### config.mk
export PLATFORM = sky130hd
export DESIGN_NAME = cursor_ctrl_flat
export DESIGN_NICKNAME = d
export VERILOG_FILES = /design/src/rtl/cursor_if.sv /design/src/rtl/cursor_ctrl.sv /design/src/flat_wrapper.sv
export SDC_FILE = /design/constraint.sdc
export NUM_CORES = 1
export LEC_CHECK = 0
export CAP_MARGIN = 25
export CORE_MARGIN = 2
export CORE_UTILIZATION = 40
export CTS_CLUSTER_SIZE = 14
export DETAILED_ROUTE_END_ITERATION = 7
export PLACE_DENSITY = 0.61
export SLEW_MARGIN = 20
export SYNTH_ARGS = -nofsm -noshare
export SYNTH_HDL_FRONTEND = slang
export SYNTH_SLANG_ARGS = --single-unit
### constraint.sdc
create_clock -name clk -period 4.9 [get_ports clk]
set_input_delay 0.735 -clock clk [delete_from_list [all_inputs] [get_ports clk]]
set_output_delay 0.735 -clock clk [all_outputs]
set_load 0.01 [all_outputs]
### src/rtl/cursor_if.sv
// cursor_if: joystick-side inputs and cursor-side outputs of cursor_ctrl
interface cursor_if #(
  parameter int CW = 10,
  parameter int JW = 10
);
  logic          clk_cursor;
  logic          en;
  logic          home;
  logic [JW-1:0] joy_x;
  logic [JW-1:0] joy_y;
  logic [CW-1:0] dot_x;
  logic [CW-1:0] dot_y;
  logic          moved;
  logic [3:0]    at_bound;
  modport master (output clk_cursor, en, home, joy_x, joy_y, input dot_x, dot_y, moved, at_bound);
  modport slave  (input clk_cursor, en, home, joy_x, joy_y, output dot_x, dot_y, moved, at_bound);
endinterface

### src/rtl/cursor_ctrl.sv
// cursor_ctrl: joystick cursor with deadzone, 2-speed steps, hold-to-accelerate and bounds (CURSOR_WRAP_EN: wrap instead of clamp)
module cursor_ctrl #(
  parameter int CW          = 10,
  parameter int JW          = 10,
  parameter int INIT_X      = 204,
  parameter int INIT_Y      = 171,
  parameter int X_LB        = 194,
  parameter int X_UB        = 354,
  parameter int Y_LB        = 71,
  parameter int Y_UB        = 471,
  parameter int TH_LO_FAST  = 150,
  parameter int TH_LO_SLOW  = 400,
  parameter int TH_HI_SLOW  = 600,
  parameter int TH_HI_FAST  = 850,
  parameter int STEP_SLOW   = 10,
  parameter int STEP_FAST   = 20,
  parameter bit X_INV       = 1'b1,
  parameter bit Y_INV       = 1'b0,
  parameter int ACCEL_TICKS = 4
) (
  input logic     clk,
  input logic     clr,
  cursor_if.slave bus
);
  typedef logic signed [CW+1:0] sw_t;
  typedef struct packed {
    logic [CW-1:0] pos;
    logic [3:0]    cnt;
    logic [1:0]    sg;
  } axis_t;
  localparam sw_t XL = sw_t'(X_LB);
  localparam sw_t XU = sw_t'(X_UB);
  localparam sw_t YL = sw_t'(Y_LB);
  localparam sw_t YU = sw_t'(Y_UB);
  localparam sw_t SS = sw_t'(STEP_SLOW);
  localparam sw_t SF = sw_t'(STEP_FAST);
  localparam logic [JW-1:0] TLF = JW'(TH_LO_FAST);
  localparam logic [JW-1:0] TLS = JW'(TH_LO_SLOW);
  localparam logic [JW-1:0] THS = JW'(TH_HI_SLOW);
  localparam logic [JW-1:0] THF = JW'(TH_HI_FAST);
  localparam logic [CW-1:0] IX = CW'(INIT_X);
  localparam logic [CW-1:0] IY = CW'(INIT_Y);
  function automatic axis_t step_axis(input logic [CW-1:0] p, input logic [JW-1:0] r,
                                      input logic [3:0] c, input logic [1:0] s,
                                      input logic inv, input sw_t lb, input sw_t ub);
    logic lo, hi, nz, up, over, under;
    logic [1:0] ns;
    sw_t st, n;
    axis_t o;
    lo = r < TLS;
    hi = r > THS;
    nz = lo | hi;
    up = hi ^ inv;
    st = (r < TLF || r > THF) ? SF : SS;
    if (ACCEL_TICKS != 0 && int'(c) >= ACCEL_TICKS) st = st + st;
    n = sw_t'({2'b00, p}) + (nz ? (up ? st : -st) : '0);
    ns = nz ? {~up, up} : s;
    over = n > ub;
    under = n < lb;
    o.cnt = (nz && (s == 2'b00 || s == ns)) ? (c == 4'hf ? c : c + 4'd1) : 4'd0;
    o.sg = ns;
`ifdef CURSOR_WRAP_EN
    o.pos = over ? lb[CW-1:0] : under ? ub[CW-1:0] : n[CW-1:0];
    if (over | under) o.cnt = 4'd0;
`else
    o.pos = over ? ub[CW-1:0] : under ? lb[CW-1:0] : n[CW-1:0];
`endif
    return o;
  endfunction
  logic [CW-1:0] x_q, y_q;
  logic [3:0]    cx_q, cy_q;
  logic [1:0]    sx_q, sy_q;
  logic          tick_q, moved_q, tick;
  axis_t         ax, ay;
  assign tick = bus.clk_cursor & ~tick_q;
  assign ax = step_axis(x_q, bus.joy_x, cx_q, sx_q, X_INV, XL, XU);
  assign ay = step_axis(y_q, bus.joy_y, cy_q, sy_q, Y_INV, YL, YU);
  always_ff @(posedge clk or posedge clr) begin
    if (clr) begin
      x_q <= IX;
      y_q <= IY;
      cx_q <= 4'd0;
      cy_q <= 4'd0;
      sx_q <= 2'b00;
      sy_q <= 2'b00;
      tick_q <= 1'b0;
      moved_q <= 1'b0;
    end else begin
      tick_q <= bus.clk_cursor;
      if (bus.home) begin
        x_q <= IX;
        y_q <= IY;
        cx_q <= 4'd0;
        cy_q <= 4'd0;
        sx_q <= 2'b00;
        sy_q <= 2'b00;
        moved_q <= (x_q != IX) || (y_q != IY);
      end else if (tick && bus.en) begin
        x_q <= ax.pos;
        y_q <= ay.pos;
        cx_q <= ax.cnt;
        cy_q <= ay.cnt;
        sx_q <= ax.sg;
        sy_q <= ay.sg;
        moved_q <= (ax.pos != x_q) || (ay.pos != y_q);
      end else begin
        moved_q <= 1'b0;
      end
    end
  end
  assign bus.dot_x = x_q;
  assign bus.dot_y = y_q;
  assign bus.moved = moved_q;
  assign bus.at_bound = {x_q == XL[CW-1:0], x_q == XU[CW-1:0], y_q == YL[CW-1:0], y_q == YU[CW-1:0]};
endmodule

### src/flat_wrapper.sv
// flat-port wrapper written by rule: the top's interface ports become plain ports
module cursor_ctrl_flat 
#(
  parameter int CW          = 10,
  parameter int JW          = 10,
  parameter int INIT_X      = 204,
  parameter int INIT_Y      = 171,
  parameter int X_LB        = 194,
  parameter int X_UB        = 354,
  parameter int Y_LB        = 71,
  parameter int Y_UB        = 471,
  parameter int TH_LO_FAST  = 150,
  parameter int TH_LO_SLOW  = 400,
  parameter int TH_HI_SLOW  = 600,
  parameter int TH_HI_FAST  = 850,
  parameter int STEP_SLOW   = 10,
  parameter int STEP_FAST   = 20,
  parameter bit X_INV       = 1'b1,
  parameter bit Y_INV       = 1'b0,
  parameter int ACCEL_TICKS = 4
)
  (clk, clr, bus_clk_cursor, bus_en, bus_home, bus_joy_x, bus_joy_y, bus_dot_x, bus_dot_y, bus_moved, bus_at_bound);
  cursor_if #(.CW(CW), .JW(JW)) bus_i ();
  input logic clk;
  input logic clr;
  input wire logic [$bits(bus_i.clk_cursor)-1:0] bus_clk_cursor;
  input wire logic [$bits(bus_i.en)-1:0] bus_en;
  input wire logic [$bits(bus_i.home)-1:0] bus_home;
  input wire logic [$bits(bus_i.joy_x)-1:0] bus_joy_x;
  input wire logic [$bits(bus_i.joy_y)-1:0] bus_joy_y;
  output wire logic [$bits(bus_i.dot_x)-1:0] bus_dot_x;
  output wire logic [$bits(bus_i.dot_y)-1:0] bus_dot_y;
  output wire logic [$bits(bus_i.moved)-1:0] bus_moved;
  output wire logic [$bits(bus_i.at_bound)-1:0] bus_at_bound;
  assign bus_i.clk_cursor = bus_clk_cursor;
  assign bus_i.en = bus_en;
  assign bus_i.home = bus_home;
  assign bus_i.joy_x = bus_joy_x;
  assign bus_i.joy_y = bus_joy_y;
  assign bus_dot_x = bus_i.dot_x;
  assign bus_dot_y = bus_i.dot_y;
  assign bus_moved = bus_i.moved;
  assign bus_at_bound = bus_i.at_bound;
  cursor_ctrl #(.CW(CW), .JW(JW), .INIT_X(INIT_X), .INIT_Y(INIT_Y), .X_LB(X_LB), .X_UB(X_UB), .Y_LB(Y_LB), .Y_UB(Y_UB), .TH_LO_FAST(TH_LO_FAST), .TH_LO_SLOW(TH_LO_SLOW), .TH_HI_SLOW(TH_HI_SLOW), .TH_HI_FAST(TH_HI_FAST), .STEP_SLOW(STEP_SLOW), .STEP_FAST(STEP_FAST), .X_INV(X_INV), .Y_INV(Y_INV), .ACCEL_TICKS(ACCEL_TICKS)) u_core (.clk(clk), .clr(clr), .bus(bus_i));
endmodule
# Word level (Yosys, flattened, before mapping)
# Index checks and enable logic that the tools add are counted.
[word_totals] regBits=34 latch_bits=0 mem_bits_rw=0 romBits=0 in_bits=25 output_inout_bits=25 word_cells=96 n_memories=0
[classes] add_sub_neg=8 mul=0 div_mod_pow=0 order_cmp=14 eq_ne=14 shifts=0 muxes=32 n_bitwise=6 reduce_logical=14
[ops] operator="two-way mux 10 bit" count=8
[ops] operator="two-way mux 12 bit" count=6
[ops] operator="> comparator 10 bit (second input constant)" count=4
[ops] operator="two-way mux 4 bit" count=8
[ops] operator="adder 10 x 12 -> 12 bit" count=2
[ops] operator="adder 12 bit" count=2
[ops] operator="> comparator 12 x 10 -> 1 bit (second input constant)" count=2
[ops] operator="negator 12 bit" count=2
[ops] operator="== test 10 x 9 -> 1 bit (second input constant)" count=2
[ops] operator="less-than comparator 10 x 8 -> 1 bit (second input constant)" count=2
[ops] operator="less-than comparator 10 x 9 -> 1 bit (second input constant)" count=2
[ops] operator="inequality test 10 bit" count=2
[ops] operator="inequality test 10 x 8 -> 1 bit (second input constant)" count=2
[ops] operator="less-than comparator 12 x 8 -> 1 bit (second input constant)" count=1
[ops] operator="less-than comparator 12 x 9 -> 1 bit (second input constant)" count=1
[ops] operator="two-way mux 2 bit" count=6
[ops] operator="== test 10 x 7 -> 1 bit (second input constant)" count=1
[ops] operator="== test 10 x 8 -> 1 bit (second input constant)" count=1
[ops] operator="two-way mux 5 bit" count=2
[ops] operator="adder 4 x 1 -> 4 bit (second input constant)" count=2
[ops] operator="== test 4 bit (second input constant)" count=2
[ops] operator="greater-or-equal comparator 4 x 3 -> 1 bit (second input constant)" count=2
[ops] operator="logical OR 1 bit" count=6
[ops] operator="inequality test 3 bit (second input constant)" count=2
[ops] operator="9 further kinds" count=18

# Depth between registers and ports, before layout
[logic_depth] depth_word=16 depth_mapped=20 ltp_nobuf=19

# Worst setup path before layout
# Ideal clock, no wire load.
[synth_path] path_type="input port to flip-flop" start="input bus_joy_y[1]" end="register u_core.moved_q, in the netlist u_core.bus.moved" arrival_ps=4454 setup_slack_ps=316 cell_stages=18 path_cell_list="a21o_1 -> a211o_1 -> a211o_1 -> o21ai_0 -> inv_1 -> ha_1 -> o21a_1 -> ha_1 -> fa_1 -> a21o_1 -> a211o_1 -> a211oi_1 -> nand3_1 -> buf_2 -> nor4_1 -> o211ai_1 -> nor4_2 -> a21oi_1"
[synth_via] elab_chain_cells=16 elab_cells_between_ends=21 cone_classes="add/sub (3); order compare (6); eq/ne (1); mux (8); bitwise (1); reduce/logical (2)"
[synth_rtl] element="from (decl)" line_no="flat_wrapper.sv:30" text="input wire logic [$bits(bus_i.joy_y)-1:0] bus_joy_y;"
[synth_rtl] element="less-than comparator 10 x 8 -> 1 bit / > comparator 10 bit (equally long branches)" line_no="cursor_ctrl.sv:54" text="st = (r < TLF || r > THF) ? SF : SS;"
[synth_rtl] element="logical OR 1 bit" line_no="cursor_ctrl.sv:54"
[synth_rtl] element="two-way mux 5 bit" line_no="cursor_ctrl.sv:54"
[synth_rtl] element="adder 12 bit" line_no="cursor_ctrl.sv:55" text="if (ACCEL_TICKS != 0 && int'(c) >= ACCEL_TICKS) st = st + st;"
[synth_rtl] element="two-way mux 12 bit" line_no="cursor_ctrl.sv:55"
[synth_rtl] element="negator 12 bit" line_no="cursor_ctrl.sv:56" text="n = sw_t'({2'b00, p}) + (nz ? (up ? st : -st) : '0);"
[synth_rtl] element="two-way mux 12 bit" line_no="cursor_ctrl.sv:56"
[synth_rtl] element="two-way mux 12 bit *" line_no="cursor_ctrl.sv:56"
[synth_rtl] element="adder 10 x 12 -> 12 bit *" line_no="cursor_ctrl.sv:56"
[synth_rtl] element="less-than comparator 12 x 8 -> 1 bit" line_no="cursor_ctrl.sv:59" text="under = n < lb;"
[synth_rtl] element="two-way mux 10 bit" line_no="cursor_ctrl.sv:66" text="o.pos = over ? ub[CW-1:0] : under ? lb[CW-1:0] : n[CW-1:0];"
[synth_rtl] element="two-way mux 10 bit *" line_no="cursor_ctrl.sv:66"
[synth_rtl] element="inequality test 10 bit *" line_no="cursor_ctrl.sv:105" text="moved_q <= (ax.pos != x_q) || (ay.pos != y_q);"
[synth_rtl] element="logical OR 1 bit *" line_no="cursor_ctrl.sv:105"
[synth_rtl] element="two-way mux 1 bit *" line_no="cursor_ctrl.sv:98" text="end else if (tick && bus.en) begin"
[synth_rtl] element="two-way mux 1 bit *" line_no="cursor_ctrl.sv:90" text="if (bus.home) begin"
[synth_rtl] element="to (signal assigned)" line_no="cursor_ctrl.sv:97" text="moved_q <= (x_q != IX) || (y_q != IY);"
[synth_rtl] element="to (signal assigned)" line_no="cursor_ctrl.sv:105"
[synth_rtl] element="to (decl)" line_no="cursor_ctrl.sv:73" text="logic tick_q, moved_q, tick;"
# Every way passes the cells marked *; elsewhere a longest branch is shown, timed or not.
# A chain may end at the register's enable or synchronous reset.

# Worst setup path in the final report
[layout_path] start="input bus_joy_y[4]" end="register u_core.moved_q, in the netlist u_core.bus.moved"
# The elaborated chain is that of the path after synthesis.

==> results <==
- Of all cell types, the one taking the most synthesized area is dfrtp_1.
- For this run, asynchronously set or reset flops after synthesis account for 1.00.
- The overall via count from detail_route is approximately 4400.
- The tightest min-delay check is of the flip-flop to flip-flop type.
- Wires add up to 12.4 mm.
- STA classifies the critical path startpoint as an input pin.
- Summing internal, switching and leakage power gives 1.32 mW.
- The total area inside the core boundary comes to 0.00964 mm^2.
- Entering global routing, the biggest net connects 35 pins.
- Among all flip-flop cells after synthesis, the most frequent one is dfrtp_1.
- The layout has 915 filler cells.
- After clock tree synthesis, the clock-pin slew on the worst setup and hold paths is ~70 ps.
- The first-pass GRT wire length is ~20 mm.
- The placed wire-length estimate is 9.53 mm.
- The worst register-to-register path ends at u_core.bus.moved.
- Once layout is complete, the cells apart from fillers number 773.
- The worst pin sits at a relative slew slack of 0.490.
- The horizontal die dimension is 103 um.
- For the pin with the worst max-slew slack, the measured transition is roughly 760 ps.
- The initial antenna violation count came to 0.
- For this run, the slowest stage of the critical path takes 550 ps.
- The starting density of the core is 0.405.
- The repair_antennas step left the layout with diodes totalling 0.
- The power density normalized to cell area is between 200 and 250 mW/mm^2.
- The minimum setup slack among reg-to-reg paths is 1040 ps.
- The number of storage elements in the synthesis netlist is 34.
- The count of buffering cells on the critical path with inverters included is 6.
- The final layout contains 695 nets.
- The mean instance size in the synthesized netlist is 7.83 um^2.
- The detail-routed net length per standard cell is 16.0 um.
- For this run, the total global-route usage over all layers was measured as 0.232.
- On the final layout, the worst clock skew is 4.48 ps.
- In the synthesized netlist, the cells that appear most often are nand2_1 (47), nor2_1 (38), a21oi_1 (37).
- The via count of the first global-routing pass is 4243.
- The tightest hold path in the finished design has a slack of between 500 and 600 ps.
- The number of routed nets with antenna violations is 0.
- The clock passes through at most 2 buffers.
- The number of max-slew violations in the final report was 0.
- By area the synthesized netlist is led by dfrtp_1 (16%), ha_1 (9.3%), dfstp_2 (6.1%), a21oi_1 (4.7%), nand2_1 (4.5%).
- After detailed placement, the total cell area comes to 0.00519 mm^2.
- The count of boundary I/O pins is 50.
- Synthesis instantiated a little under 80 different standard cells from the library.
- CTS saw 34 sinks.
- Relative to the synthesized area, the layout overhead comes to 43.4%.
- The initial DRC count is ~250.
- The path type of the worst setup path is input pin to flip-flop.
- The hold-critical path depth is 1.
- The net count after synthesis is 555.
- The count of warnings emitted by yosys is 0.
- Of all nets on the critical path, the largest fanout is 8.
- The global placer's final weighted congestion is 0.881.
- The critical path goes through clkdlybuf4s50_1 > buf_4 > buf_4 > o311a_4 > or2_4 > buf_4 > inv_6 > o21a_1 > ha_2 > fa_2 > a21o_1 > buf_4 > a211oi_2 > o221ai_2 > a21oi_4 > or4b_4 > a311oi_2 > o211ai_1 > nor4_2 > a21oi_1.
- Measured in cells, the most critical reg-to-reg path has a length of 14.
- The sequential-to-total area share from yosys stat is 0.221.
- Including well taps, the total number of placed cells is 758.
- The number of failing setup endpoints in the final timing report is 0.
- STA puts the critical path data arrival time at 4890 ps.
- The clock tree synthesis step divided the H-tree into 2 levels.
- The row count is 36.
- Summed over all cells, the static leakage comes to 2.49 nW.
- The cell depth of the worst setup path is 20.
- Clock latency on the worst-skew pair, taken at its later pin, is between 200 and 300 ps.
- In this run the critical register-to-register path is launched from u_core.cy_q[2].
- The die span in y is 103 um.
- In the final layout, the share of cells above drive strength 1 is 0.281.
- The detail-routed via count per cell is 5.75.
- The first-pass iteration count of the detailed router is 5.
- The final number of hold-violating endpoints came to 0.
- The critical path ends at u_core.bus.moved.
- The worst path needs 4720 ps of the cycle, external delays included.
- The post-route clock period utilization is 0.964.
- The origin of the worst setup path is bus_joy_y[4].
- Max-cap violations in this run came to 0.
- The finished cells cover ~0.0056 mm^2.
- The count of input and output buffers is 49.
- TritonCTS built the clock tree.
- The number of clock buffers inserted by TritonCTS is 5.
- The highest clock rate is between 0.2 and 0.25 GHz.
- The share of synthesized area in the top cell type comes to 0.160.
- The critical path's slowest cell is or4b_4.
- The run finished with clean final reports.
- The cell count after synthesis came out at roughly 500.
- Broken down by cell family, the worst path's largest delay share belongs to compound AO/OA/AOI/OAI gates.
- The endpoint kind of the worst setup timing path is a flip-flop.
- The remaining design rule violation count is 0.
- nand2_1 is the most common cell in the netlist.
- The synthesized area is 0.00390 mm^2.
- The cell with the most instances on the worst path is buf_4.
- The root buffer cell chosen for the clock tree is clkbuf_8.
- The die covers 0.0106 mm^2.
- The required time of the critical path is 5070 ps.
- The total congestion overflow is 0.
- Across the VDD grid, the largest voltage drop is about 0.00015 V.
- Yosys mapped a number of flops with a built-in enable equal to 0.
-- placed cells by master (no fill, tap or decap), types with 5 or more instances in the layout --
cell / count
buf_4: 101
nand2_1: 46
clkdlybuf4s50_1: 43
nor2_1: 38
a21oi_1: 33
inv_1: 28
ha_1: 26
dfrtp_1: 25
o21ai_0: 23
nor3_1: 17
a21o_1: 14
o211ai_1: 13
nand3_1: 12
a211o_1: 11
and3_1: 10
nor4_1: 9
dfstp_2: 9
a211oi_1: 7
nand4_1: 7
or2_2: 6
o31ai_1: 6
clkbuf_8: 6
dlymetal6s2s_1: 6
o22ai_1: 5
xor2_1: 5
nand2b_1: 5
-- cell type report --
type / count / area [um^2] / share of cell area
clock inverters: 1 / 5.00 / 0.000894
clock buffers: 7 / 86.3 / 0.0154
repair buffers: 151 / 1270 / 0.227
flip-flops and latches: 34 / 862 / 0.154
inverters: 31 / 121 / 0.0217
well taps: 133 / 166 / 0.0297
multi-input cells: 416 / 3090 / 0.552
-- through the flow --
step	util	worst slack (ps)	TNS [ps]
6_report	0.581	179	0
2_1_floorplan	-	316	0
4_1_cts	0.559	2.51	0
5_1_grt	0.581	-10.1	-10.1
3_5_place_dp	0.539	-492	-3050
3_3_place_gp	0.539	-524	-2330
-- kinds of logic (layout without fill, tap and decap cells) --
| logic type | after synthesis | after routing | share of synthesized area |
|---|---|---|---|
| compound gates | 182 | 182 | 0.334 |
| xor+xnor | 10 | 10 | 0.0224 |
| fa+ha+maj | 31 | 31 | 0.103 |
| buf+inv | 49 | 190 | 0.0522 |
| flops | 34 | 34 | 0.221 |
| mux | 6 | 6 | 0.0163 |
| simple gates | 187 | 187 | 0.251 |
-- flip-flops by register name, indices dropped and copies added (netlist names) --
signal / count
u_core.bus.dot_y: 10
u_core.sx_q: 2
u_core.tick_q: 1
u_core.sy_q: 2
u_core.bus.dot_x: 10
u_core.cx_q: 4
u_core.cy_q: 4
u_core.bus.moved: 1
-- per-layer routing --
layer	GRT usage	wire (um)	up-vias
met3	0.0346	615	16
met2	0.387	5890	139
met5	0	0	-
met4	0.0526	152	0
met1	0.319	5700	2100
li1	-	-	2193
-- worst reg2reg max path, stage by stage (launching register included) --
cell and delay [ps]:
dfrtp_1 420, or2_2 370, ha_4 260, nand2_1 80, o21ai_0 110, ha_1 360
and3_2 250, a211o_4 370, o32ai_4 170, a21oi_4 90, or4b_4 550, a311oi_2 220
o211ai_1 150, nor4_2 240, a21oi_1 100
-- how the worst min path moves through the flow --
stage | startpoint | slack, ps | end
after global placement | u_core.cx_q[0] | 490 | u_core.cx_q[0]
after CTS | u_core.cx_q[0] | 520 | u_core.cx_q[0]
after global routing | u_core.cx_q[0] | 560 | u_core.cx_q[0]
after detailed placement | u_core.cx_q[0] | 510 | u_core.cx_q[0]
after floorplan | u_core.cx_q[0] | 480 | u_core.cx_q[0]
final | u_core.cx_q[0] | 520 | u_core.cx_q[0]
-- where the power goes --
group,total (mW),leakage [nW],internal [mW],switching (mW)
Sequential,0.317,0.435,0.295,0.0218
Combinational,0.781,2.00,0.390,0.391
Clock,0.220,0.0482,0.113,0.106
Total,1.32,2.49,0.799,0.518
-- what timing repair did --
| item | in CTS | in global routing |
|---|---|---|
| resized for setup | 17 | 47 |
| buffers inserted | 4 | 3 |
| pin swaps | 8 | 25 |
| hold buffers | 0 | 0 |
| setup endpoints to repair | 4 | 11 |
Power figures use the tool's default switching activity.
